`src/rtl/gate_result_collector.sv`:
```
// -----------------------------------------------------------------------------
// gate_result_collector
//
// Sits downstream of the three-phase gate FSM and collects its result strobes
// (C_out, P_out, Q_out). The strobes are sampled on every in_valid cycle, and
// each non-zero sample becomes an 8-bit record {seq[4:0], q, p, c}. The 5-bit
// sequence number advances only when a record is accepted. Records are held in
// a small circular FIFO and drained over a valid/ready handshake. Each strobe
// also has a saturating hit counter for coverage and debug readback.
//
// Parameters:
//   DEPTH  FIFO entries; must be a power of two in the range 2..16
//   CNT_W  width of each hit counter
//
// Ports:
//   clk        clock; all state updates happen on the rising edge
//   rst        synchronous active-high reset
//   in_valid   c_in/p_in/q_in are meaningful this cycle
//   c_in       AND-phase result
//   p_in       OR-phase result
//   q_in       NAND-phase result
//   out_ready  downstream accepts the head record this cycle
//   out_valid  FIFO is non-empty, so out_data is valid
//   out_data   head record {seq, q, p, c}
//   full       FIFO holds DEPTH entries
//   empty      FIFO holds no entries
//   overflow   sticky flag: at least one record was dropped since reset
//   c_count, p_count, q_count  saturating hit counters
//   out_parity XOR of out_data; 0 while out_valid=0
//              (present only when GATE_RESULT_COLLECTOR_PARITY_EN is defined)
//
// Optional feature macro: GATE_RESULT_COLLECTOR_PARITY_EN
// -----------------------------------------------------------------------------
module gate_result_collector #(
  parameter int DEPTH = 4,
  parameter int CNT_W = 8
) (
  input  logic             clk,
  input  logic             rst,
  input  logic             in_valid,
  input  logic             c_in,
  input  logic             p_in,
  input  logic             q_in,
  input  logic             out_ready,
  output logic             out_valid,
  output logic [7:0]       out_data,
  output logic             full,
  output logic             empty,
  output logic             overflow,
  output logic [CNT_W-1:0] c_count,
  output logic [CNT_W-1:0] p_count,
  output logic [CNT_W-1:0] q_count
`ifdef GATE_RESULT_COLLECTOR_PARITY_EN
  ,
  output logic             out_parity
`endif
);

  localparam int AW = $clog2(DEPTH);
  localparam int OW = AW + 1;

  logic [7:0]    mem [DEPTH];
  logic [AW-1:0] wr_ptr;
  logic [AW-1:0] rd_ptr;
  logic [OW-1:0] occupancy;
  logic [4:0]    seq;

  logic push_req;
  logic pop;
  logic push;
  logic drop;

  // Saturating increment: the counter stops at its all-ones value.
  function automatic logic [CNT_W-1:0] sat_inc(input logic [CNT_W-1:0] cnt,
                                               input logic             hit);
    if (hit && (cnt != '1)) return cnt + 1'b1;
    return cnt;
  endfunction

  // Status flags come straight from the registered occupancy, so there is no
  // combinational path from the inputs to any output.
  assign empty     = (occupancy == '0);
  assign full      = (occupancy == OW'(DEPTH));
  assign out_valid = !empty;
  assign out_data  = mem[rd_ptr];

  assign push_req = in_valid && (c_in || p_in || q_in);
  assign pop      = out_valid && out_ready;
  // A pop in the same cycle frees the slot, so a full FIFO can still accept.
  assign push     = push_req && (!full || pop);
  assign drop     = push_req && full && !pop;

`ifdef GATE_RESULT_COLLECTOR_PARITY_EN
  assign out_parity = out_valid & (^out_data);
`endif

  // NOTE: storage is deliberately left out of reset. The occupancy counter
  // decides what is valid, and leaving the RAM unreset lets it map to
  // plain memory.
  always_ff @(posedge clk) begin
    if (!rst && push) begin
      mem[wr_ptr] <= {seq, q_in, p_in, c_in};
    end
  end

  // NOTE: all sequential state uses non-blocking assignments. Every register
  // then sees the pre-edge values of the others, which is what lets a push and
  // a pop in the same cycle work.
  always_ff @(posedge clk) begin
    if (rst) begin
      wr_ptr    <= '0;
      rd_ptr    <= '0;
      occupancy <= '0;
      seq       <= '0;
      overflow  <= 1'b0;
      c_count   <= '0;
      p_count   <= '0;
      q_count   <= '0;
    end else begin
      if (push) begin
        wr_ptr <= wr_ptr + 1'b1;
        seq    <= seq + 5'd1;
      end
      if (pop) begin
        rd_ptr <= rd_ptr + 1'b1;
      end
      case ({push, pop})
        2'b10:   occupancy <= occupancy + 1'b1;
        2'b01:   occupancy <= occupancy - 1'b1;
        default: occupancy <= occupancy;
      endcase
      if (drop) begin
        overflow <= 1'b1;
      end
      // The counters track upstream activity, whether or not the record fits.
      c_count <= sat_inc(c_count, in_valid && c_in);
      p_count <= sat_inc(p_count, in_valid && p_in);
      q_count <= sat_inc(q_count, in_valid && q_in);
    end
  end

endmodule

```
`config.mk`:
```
export PLATFORM = sky130hd
export DESIGN_NAME = gate_result_collector
export DESIGN_NICKNAME = d
export VERILOG_FILES = /design/src/rtl/gate_result_collector.sv
export SDC_FILE = /design/constraint.sdc
export NUM_CORES = 1
export LEC_CHECK = 0
export CAP_MARGIN = 20
export CORE_MARGIN = 5
export CORE_UTILIZATION = 45
export DETAILED_ROUTE_END_ITERATION = 16
export PLACE_DENSITY_LB_ADDON = 0.3
export SYNTH_ARGS = -nofsm -noshare
export SYNTH_HDL_FRONTEND = slang
export SYNTH_SLANG_ARGS = --single-unit
```
`constraint.sdc`:
```
create_clock -name clk -period 2.3 [get_ports clk]
set_clock_uncertainty 0.15 [all_clocks]
set_input_delay 0.46 -clock clk [delete_from_list [all_inputs] [get_ports clk]]
set_output_delay 0.46 -clock clk [all_outputs]
set_load 0.02 [all_outputs]
```
* Word level (Yosys, flattened, before mapping)
Memory sizes are Yosys's and may differ from the RTL's. A register that Yosys moved wholly into a read port is not among the register bits.
Cells that the tools add are included.
** Storage, ports and cells
- Output and inout bits :: 36
- Bits in writable memories :: 32
- Latch bits :: 0
- Bits in read-only memories :: 0
- Memories kept :: 1
- Logic and storage cells :: 58
- Input bits :: 7
- Register bits :: 37
** Memories
- mem :: depth 4, bits a word 8, rd ports 1, clocked after memory_dff 1, write ports 1, RTL line 62 : logic [7:0] mem [DEPTH];
** Cells by class
- Bitwise logic cells :: 0
- Equality and inequality tests :: 6
- Mux-type cells :: 14
- Reduce and logical (&&, ||, !) cells :: 21
- Magnitude comparators :: 0
- Divide/modulo/power cells :: 0
- Shifts and indexed selects :: 0
- $add $sub $neg :: 8
- Multipliers :: 0
** Operators with widths (number)
- 8-bit by 1-bit adder with 8-bit output (second input constant) :: 3
- 8-bit two-way mux :: 3
- 8-bit != test (second input constant) :: 3
- 1-bit logical AND :: 12
- 1-bit two-way mux :: 8
- 3-bit case mux with 2 select lines :: 1
- 5-bit by 1-bit adder with 5-bit output (second input constant) :: 1
- 2-bit by 1-bit adder with 2-bit output (second input constant) :: 2
- 1-bit zero test :: 4
- 2-bit two-way mux :: 2
- 3-bit by 1-bit adder with 3-bit output (second input constant) :: 1
- 3-bit equality test (second input constant) :: 1
- 3-bit zero test :: 1
- 1-bit logical OR :: 3
- 3-bit by 1-bit subtractor with 3-bit output (second input constant) :: 1
- 2-bit by 1-bit equality test with 1-bit output (second input constant) :: 1
- 2-bit equality test (second input constant) :: 1
- 2-bit nonzero test :: 1

* Logic depth before layout (Yosys ltp)
Gate-level depths: netlist of run 1.
- Depth after elaboration :: 8
- Mapped depth :: 8
- Gate-level depth less buffers :: 7

* Worst setup path before layout of run 1
Ideal clock, no wire load.
- Kind :: input -> register
- Start point :: input p_in
- End point :: register occupancy[2]
- Stages on the path :: 7
- Slack :: -0.030 ns
- Setup time :: 0.123 ns
- Arrival :: 2.057 ns
- Buffers on the path :: 0
- Required time :: 2.027 ns
- Path through :: o31a_1 -> nor2_1 -> inv_1 -> fa_1 -> nor2_1 -> a22oi_2 -> mux2_1
** Between the ends
- Longest elaborated chain between the ends :: 6
- Elaborated cells on any way between the ends :: 8
- Those cells by class :: eq/ne: 2; mux: 1; reduce/logical: 5
** Ends and longest elaborated chain
- start, declared :: RTL line 42 : input logic p_in,
- 1-bit logical OR (*) (2 in series) :: RTL line 87 : assign push_req = in_valid && (c_in || p_in || q_in);
- 1-bit logical AND (*) :: RTL line 87
- 1-bit logical AND (*) :: RTL line 90 : assign push = push_req && (!full || pop);
- 2-bit by 1-bit equality test with 1-bit output / 2-bit equality test (equally long branches) :: RTL line 127 : case ({push, pop})
- 3-bit case mux with 2 select lines / 2-bit nonzero test (equally long branches)
- end signal, assigned :: RTL line 128 : 2'b10: occupancy <= occupancy + 1'b1;
- end signal, assigned :: RTL line 129 : 2'b01: occupancy <= occupancy - 1'b1;
- end signal, assigned :: RTL line 130 : default: occupancy <= occupancy;
- end, declared :: RTL line 65 : logic [OW-1:0] occupancy;
Every way passes the cells marked *; elsewhere a longest branch is shown, timed or not.
A chain may end at the register's enable or synchronous reset.

==> metrics.txt, run 1 <==
Area Growth Syn to Fin=26.5%; final hold viol count=0; Worst Setup Start Kind=register; final period utilization=0.970; RSZ-0062 raised after global routing=no; Congestion Overflow GR=0; largest net degree at the start of global routing=42; max cap viols=0; most frequent cells in the layout=39 x dfxtp_1, 34 x nor2_1, 32 x edfxtp_1; crit path max fanout=8; vias in the first global route=2015; Post-Route WL=5.87 mm; Slew Limit Fails=0; Final Util=0.578; PortBufs=42; vias=2137; cells after synthesis=259; # DRC=0; worst skew pair latency=0.34 ns; antenna violations before repair=0; Synth Area in XOR/XNOR=0.0428; PD cells=898 mW/mm²; Starting Density=0.457; Netlist cell types=40; crit path kind=reg -> out; Core Region=0.00672 mm²; non-filler cells, final=401; Total GRT Usage=0.148; endpoint class of the critical path=primary output; die width=92.6 µm; Die Height=92.6 µm; Primary FF master, synth=dfxtp_1; post-DR vias/cell=5.33; I/O Pins=43; post-synthesis adder-cell area fraction=0.0391; placed insts=385; min Tclk post-route=2.23 ns; post-synthesis sequential area ratio=0.567; Cell Area, Synth=0.00307 mm²; Synth Area in Compound Gates=0.0831; Root Driver=clkbuf_8; Max H-tree Level=3; Pre-antenna DRT Iters=4; Post-synth EDFFs=32; layout cells sized above 1=0.159; Final setup viols=0; crit path DAT=1.62 ns; global-route wire length before repair=9.93 mm; clock sink total=71; clk slew on worst S/H paths=0.08 ns; Num CTS Buffers=9; commonest non-fill, non-tap cell in the layout=dfxtp_1; worst-margin pin slew=0.445 ns; Post-Synth Simple-Gate Area=0.149; Fmax=0.448 GHz; ant diodes=0; CTS tree=done; synthesized area per cell=11.9 µm²; Std-Cell Rows=30; Synth Net Count=275; outcome=complete, no violations; DRT iter0 DRCs=92; Synth warnings=0; register bit count reported by yosys=71; P_leak=1.44 nW; asr flop ratio synth=0; mux contribution to synthesized area=0.0924; Worst IR Drop VDD=0.567 mV; NumNets Final=332; final hold slack=0.353 ns; Avg WL per Cell=14.6 µm; largest family of logic cells by synthesized area=simple AND/OR/NAND/NOR gates; die area=0.00858 mm²; HPWL Detailed=4.02 mm; Slew HR=0.703; worst hold path class=reg -> reg; routability cong.=0.825; setup TNS=0 ns; WP data required=1.69 ns; Routed Antenna Nets=0; clk buf depth=2; Setup Buffers After CTS=0
[layout make-up]
cell class / count / area (µm²)
Clock buffer: 10 / 128
Fill cell: 558 / 2830
Tap cell: 80 / 100
Clock inverter: 6 / 109
Multi-Input combinational cell: 169 / 1260
Sequential cell: 71 / 1740
Timing Repair Buffer: 55 / 512
Inverter: 10 / 37.5
[what timing repair did]
action | 4_1_cts | 5_1_grt
pin swaps | 2 | 1
hold buffers | 0 | 0
resized for setup | 22 | 9
endpoints found under the setup margin | 11 | 15
endpoints found under the hold margin | 0 | 0
[final timing paths]
kind / depth (start not counted) / from / end / slack, ns
max: 3 / register / out_data[0] / 0.07
min: 2 / q_count[6] / q_count[6] / 0.35
max reg2reg: 5 / occupancy[0] / occupancy[2] / 0.34
min reg2reg: 2 / q_count[6] / q_count[6] / 0.35
[critical path: stages (launching register included)]
cell and delay (ns):
dfxtp_1 0.36, buf_12 0.15, mux4_2 0.50, clkdlybuf4s15_2 0.27
[cells in the mapped netlist (3+ instances only)]
cell type | number | area share
ha_1 | 8 | 0.033
clkbuf_1 | 4 | 0.0049
dfxtp_1 | 39 | 0.25
or4_1 | 3 | 0.0073
mux2i_1 | 7 | 0.023
or3_1 | 3 | 0.0061
a21oi_1 | 12 | 0.020
nor2_1 | 36 | 0.044
nor3_1 | 5 | 0.0081
nand4_1 | 7 | 0.014
edfxtp_1 | 32 | 0.31
xnor2_1 | 5 | 0.014
o31ai_1 | 5 | 0.012
nand2_1 | 12 | 0.015
and3_1 | 7 | 0.014
xor2_1 | 10 | 0.029
inv_1 | 10 | 0.012
mux2_1 | 3 | 0.011
o2111ai_1 | 4 | 0.011
nand3_1 | 7 | 0.011
and2_1 | 7 | 0.014
mux4_2 | 8 | 0.059
[flip-flops by register name (all words and copies together), names as in the netlist, named ones only]
signal,flops
mem,32
occupancy,3
overflow,1
p_count,8
c_count,8
wr_ptr,2
q_count,8
rd_ptr,2
seq,5
[layer usage]
metal / GRT usage / wire length (µm)
met1: 0.206 / 2820
met3: 0.0374 / 253
met4: 0.0659 / 83
met5: 0 / 0
met2: 0.218 / 2710
[report_power, final]
| part | leakage (nW) | internal (mW) | switching (mW) |
|---|---|---|---|
| logic | 0.697 | 0.408 | 0.430 |
| registers | 0.626 | 1.41 | 0.0754 |
| clock network | 0.120 | 0.719 | 0.449 |
[through the flow]
| stage | worst slack, ns | power (mW) | instance area, µm² |
|---|---|---|---|
| 3_3_place_gp | -0.337 | 2.41 | 3670 |
| 5_1_grt | 0.000320 | 3.67 | 3890 |
| 2_1_floorplan | 0.0501 | 2.05 | 3080 |
| 4_1_cts | 0.00170 | 3.55 | 3910 |
| 3_5_place_dp | -0.386 | 2.43 | 3670 |
| 6_report | 0.0683 | 3.49 | 3890 |
[logic make-up after synthesis]
group | Yosys count
buffers and inverters | 19
AOI/OAI and AO/OA | 34
DFF | 71
and+or+nand+nor | 93
muxes | 18
xor gates and xnor gates | 15
adders and majority gates | 9
(Power assumes the default switching activity.)
==> inputs of run 2 (changes only) <==
Settings changed: PLACE_DENSITY set to 0.71, PLACE_DENSITY_LB_ADDON 0.3 to not set.
==> run 2 against run 1 <==
Global-route usage down 0.42 points. Non-clock buffer count up 1. Sequential share of layout area down 0.14 points. Utilization up 0.19 points. Largest cell class unchanged.
==> metrics.txt, run 2 (synthesis results as in run 1) <==
Worst IR Drop VDD=0.487 mV (-14%); cts hold-fix bufs=0 (unchanged); commonest non-fill, non-tap cell in the layout=dfxtp_1; Final Util=0.580 (+0.00186); P_leak=1.45 nW (+0.79%); WP data required=1.69 ns (about the same); final hold slack=0.356 ns (+0.00227 ns); Starting Density=0.457 (unchanged); vias in the first global route=2020 (+0.25%); global-route wire length before repair=9.60 mm (-3.3%); routability cong.=0.785 (-4.9%); vias=2115 (-1.0%); Power Total=3.43 mW (-1.6%); Area Growth Syn to Fin=26.9%; Placement Cell Area=0.00369 mm² (+0.54%); Slew HR=0.713 (+0.00931); Die Height=92.6 µm (unchanged); final period utilization=0.971 (about the same); worst hold path class=reg -> reg; crit path max fanout=8 (unchanged); PD cells=881 mW/mm² (-1.9%); I/O Pins=43 (unchanged); number of fillers in the final layout=549 (-1.6%); die area=0.00858 mm² (unchanged); Root Driver=clkbuf_8; Std-Cell Rows=30 (unchanged); Num CTS Buffers=9 (unchanged); final instance area=0.00390 mm² (+0.32%); most flop-heavy register=mem; Fmax=0.448 GHz (about the same); largest net degree at the start of global routing=42 (unchanged); Worst Setup Start Kind=register; # DRC=0 (unchanged); Post-Route WL=5.71 mm (-2.6%); Cell Chain, Critical Path=buf_12 > mux4_2 > clkdlybuf4s15_1; Setup Buffers After CTS=0 (unchanged); Avg WL per Cell=14.2 µm (-2.8%); max cap viols=0 (unchanged); post-DR vias/cell=5.26 (-1.3%); RSZ-0062 raised after global routing=no; Core Region=0.00672 mm² (unchanged); clock sink total=71 (unchanged); clk buf depth=2 (unchanged); Pre-antenna DRT Iters=4 (unchanged); NumNets Final=333 (+0.30%); outcome=complete, no violations; crit-path max cell delay=0.48 ns (-0.02 ns); CTS tree=done; layout cells sized above 1=0.158 (-0.000493); worst skew pair latency=0.34 ns (about the same); min Tclk post-route=2.23 ns (+0.00109 ns); endpoint class of the critical path=primary output; antenna violations before repair=0 (unchanged); Largest register FFs=32 (unchanged); ant diodes=0 (unchanged); Final setup viols=0 (unchanged); die width=92.6 µm (unchanged); PortBufs=42 (unchanged); clk slew on worst S/H paths=0.08 ns (about the same); crit path kind=reg -> out; most frequent cells in the layout=39 x dfxtp_1, 34 x nor2_1, 32 x edfxtp_1; crit path DAT=1.62 ns (about the same); Routed Antenna Nets=0 (unchanged); DRT iter0 DRCs=109 (+18%); Total GRT Usage=0.144 (-0.00421); Max H-tree Level=3 (unchanged); worst-margin pin slew=0.431 ns (-0.0140 ns); Slew Limit Fails=0 (unchanged); WP buf/inv=2 (unchanged); crit-path leading delay family=multiplexers; Congestion Overflow GR=0 (unchanged); HPWL Detailed=4.01 mm (-0.33%); Critical-path top delay cell=mux4_2; final hold viol count=0 (unchanged)
[run 2: cell count changes in the layout (fill, tap and decap cells not counted), sizes merged]
cell	change
clkbuf	+2
clkdlybuf4s15	-1
inv	+1
bufinv	-1
clkinvlp	+2
clkinv	-2
dlymetal6s2s	+2
dlygate4sd2	-2
[run 2: final timing paths]
kind | start | end | slack (ns) | depth (start not counted)
setup / recovery | register | out_data[5] | 0.07 | 3
hold / removal | q_count[6] | q_count[6] | 0.36 | 2
setup reg to reg | occupancy[0] | occupancy[1] | 0.33 | 5
hold reg to reg | q_count[6] | q_count[6] | 0.36 | 2
[run 2: final cells by class]
type	instances	area (µm²)	share of cell area
Multi-Input combinational cell	169	1260	0.323
Tap cell	80	100	0.0257
Clock inverter	6	92.6	0.0237
Clock buffer	10	138	0.0353
Inverter	10	37.5	0.00963
Timing Repair Buffer	56	532	0.136
Sequential cell	71	1740	0.447
[run 2: power by group]
part / internal, mW / switching (mW)
clock: 0.645 / 0.470
combinational: 0.413 / 0.414
sequential: 1.41 / 0.0824
total: 2.47 / 0.967
[run 2: worst min-delay path, delay by kind of cell (launching register included)]
kind | cells | cell delay [ns]
DFF | 1 | 0.34
AOI/OAI and AO/OA | 2 | 0.12
[run 2: repair_timing]
item | 4_1_cts | 5_1_grt
pin swaps | 0 | 2
resized for setup | 11 | 17
endpoints found under the setup margin | 9 | 26
[run 2: per-stage QoR]
stage                     instances  worst slack [ns]  setup TNS (ns)
after floorplan                 259            0.0501               0
after global placement          386            -0.328           -5.99
after detailed placement        386            -0.341           -7.49
after CTS                       402          0.000985               0
after global routing            402           0.00335               0
final                           402            0.0672               0
[run 2: metal layers]
metal	wire length [µm]	global-route usage	vias up	share of wire
li1	-	-	1065	-
met1	2750	0.192	989	0.48
met2	2590	0.215	51	0.45
met3	268	0.0422	10	0.047
met4	109	0.0659	0	0.019
met5	0	0	-	0
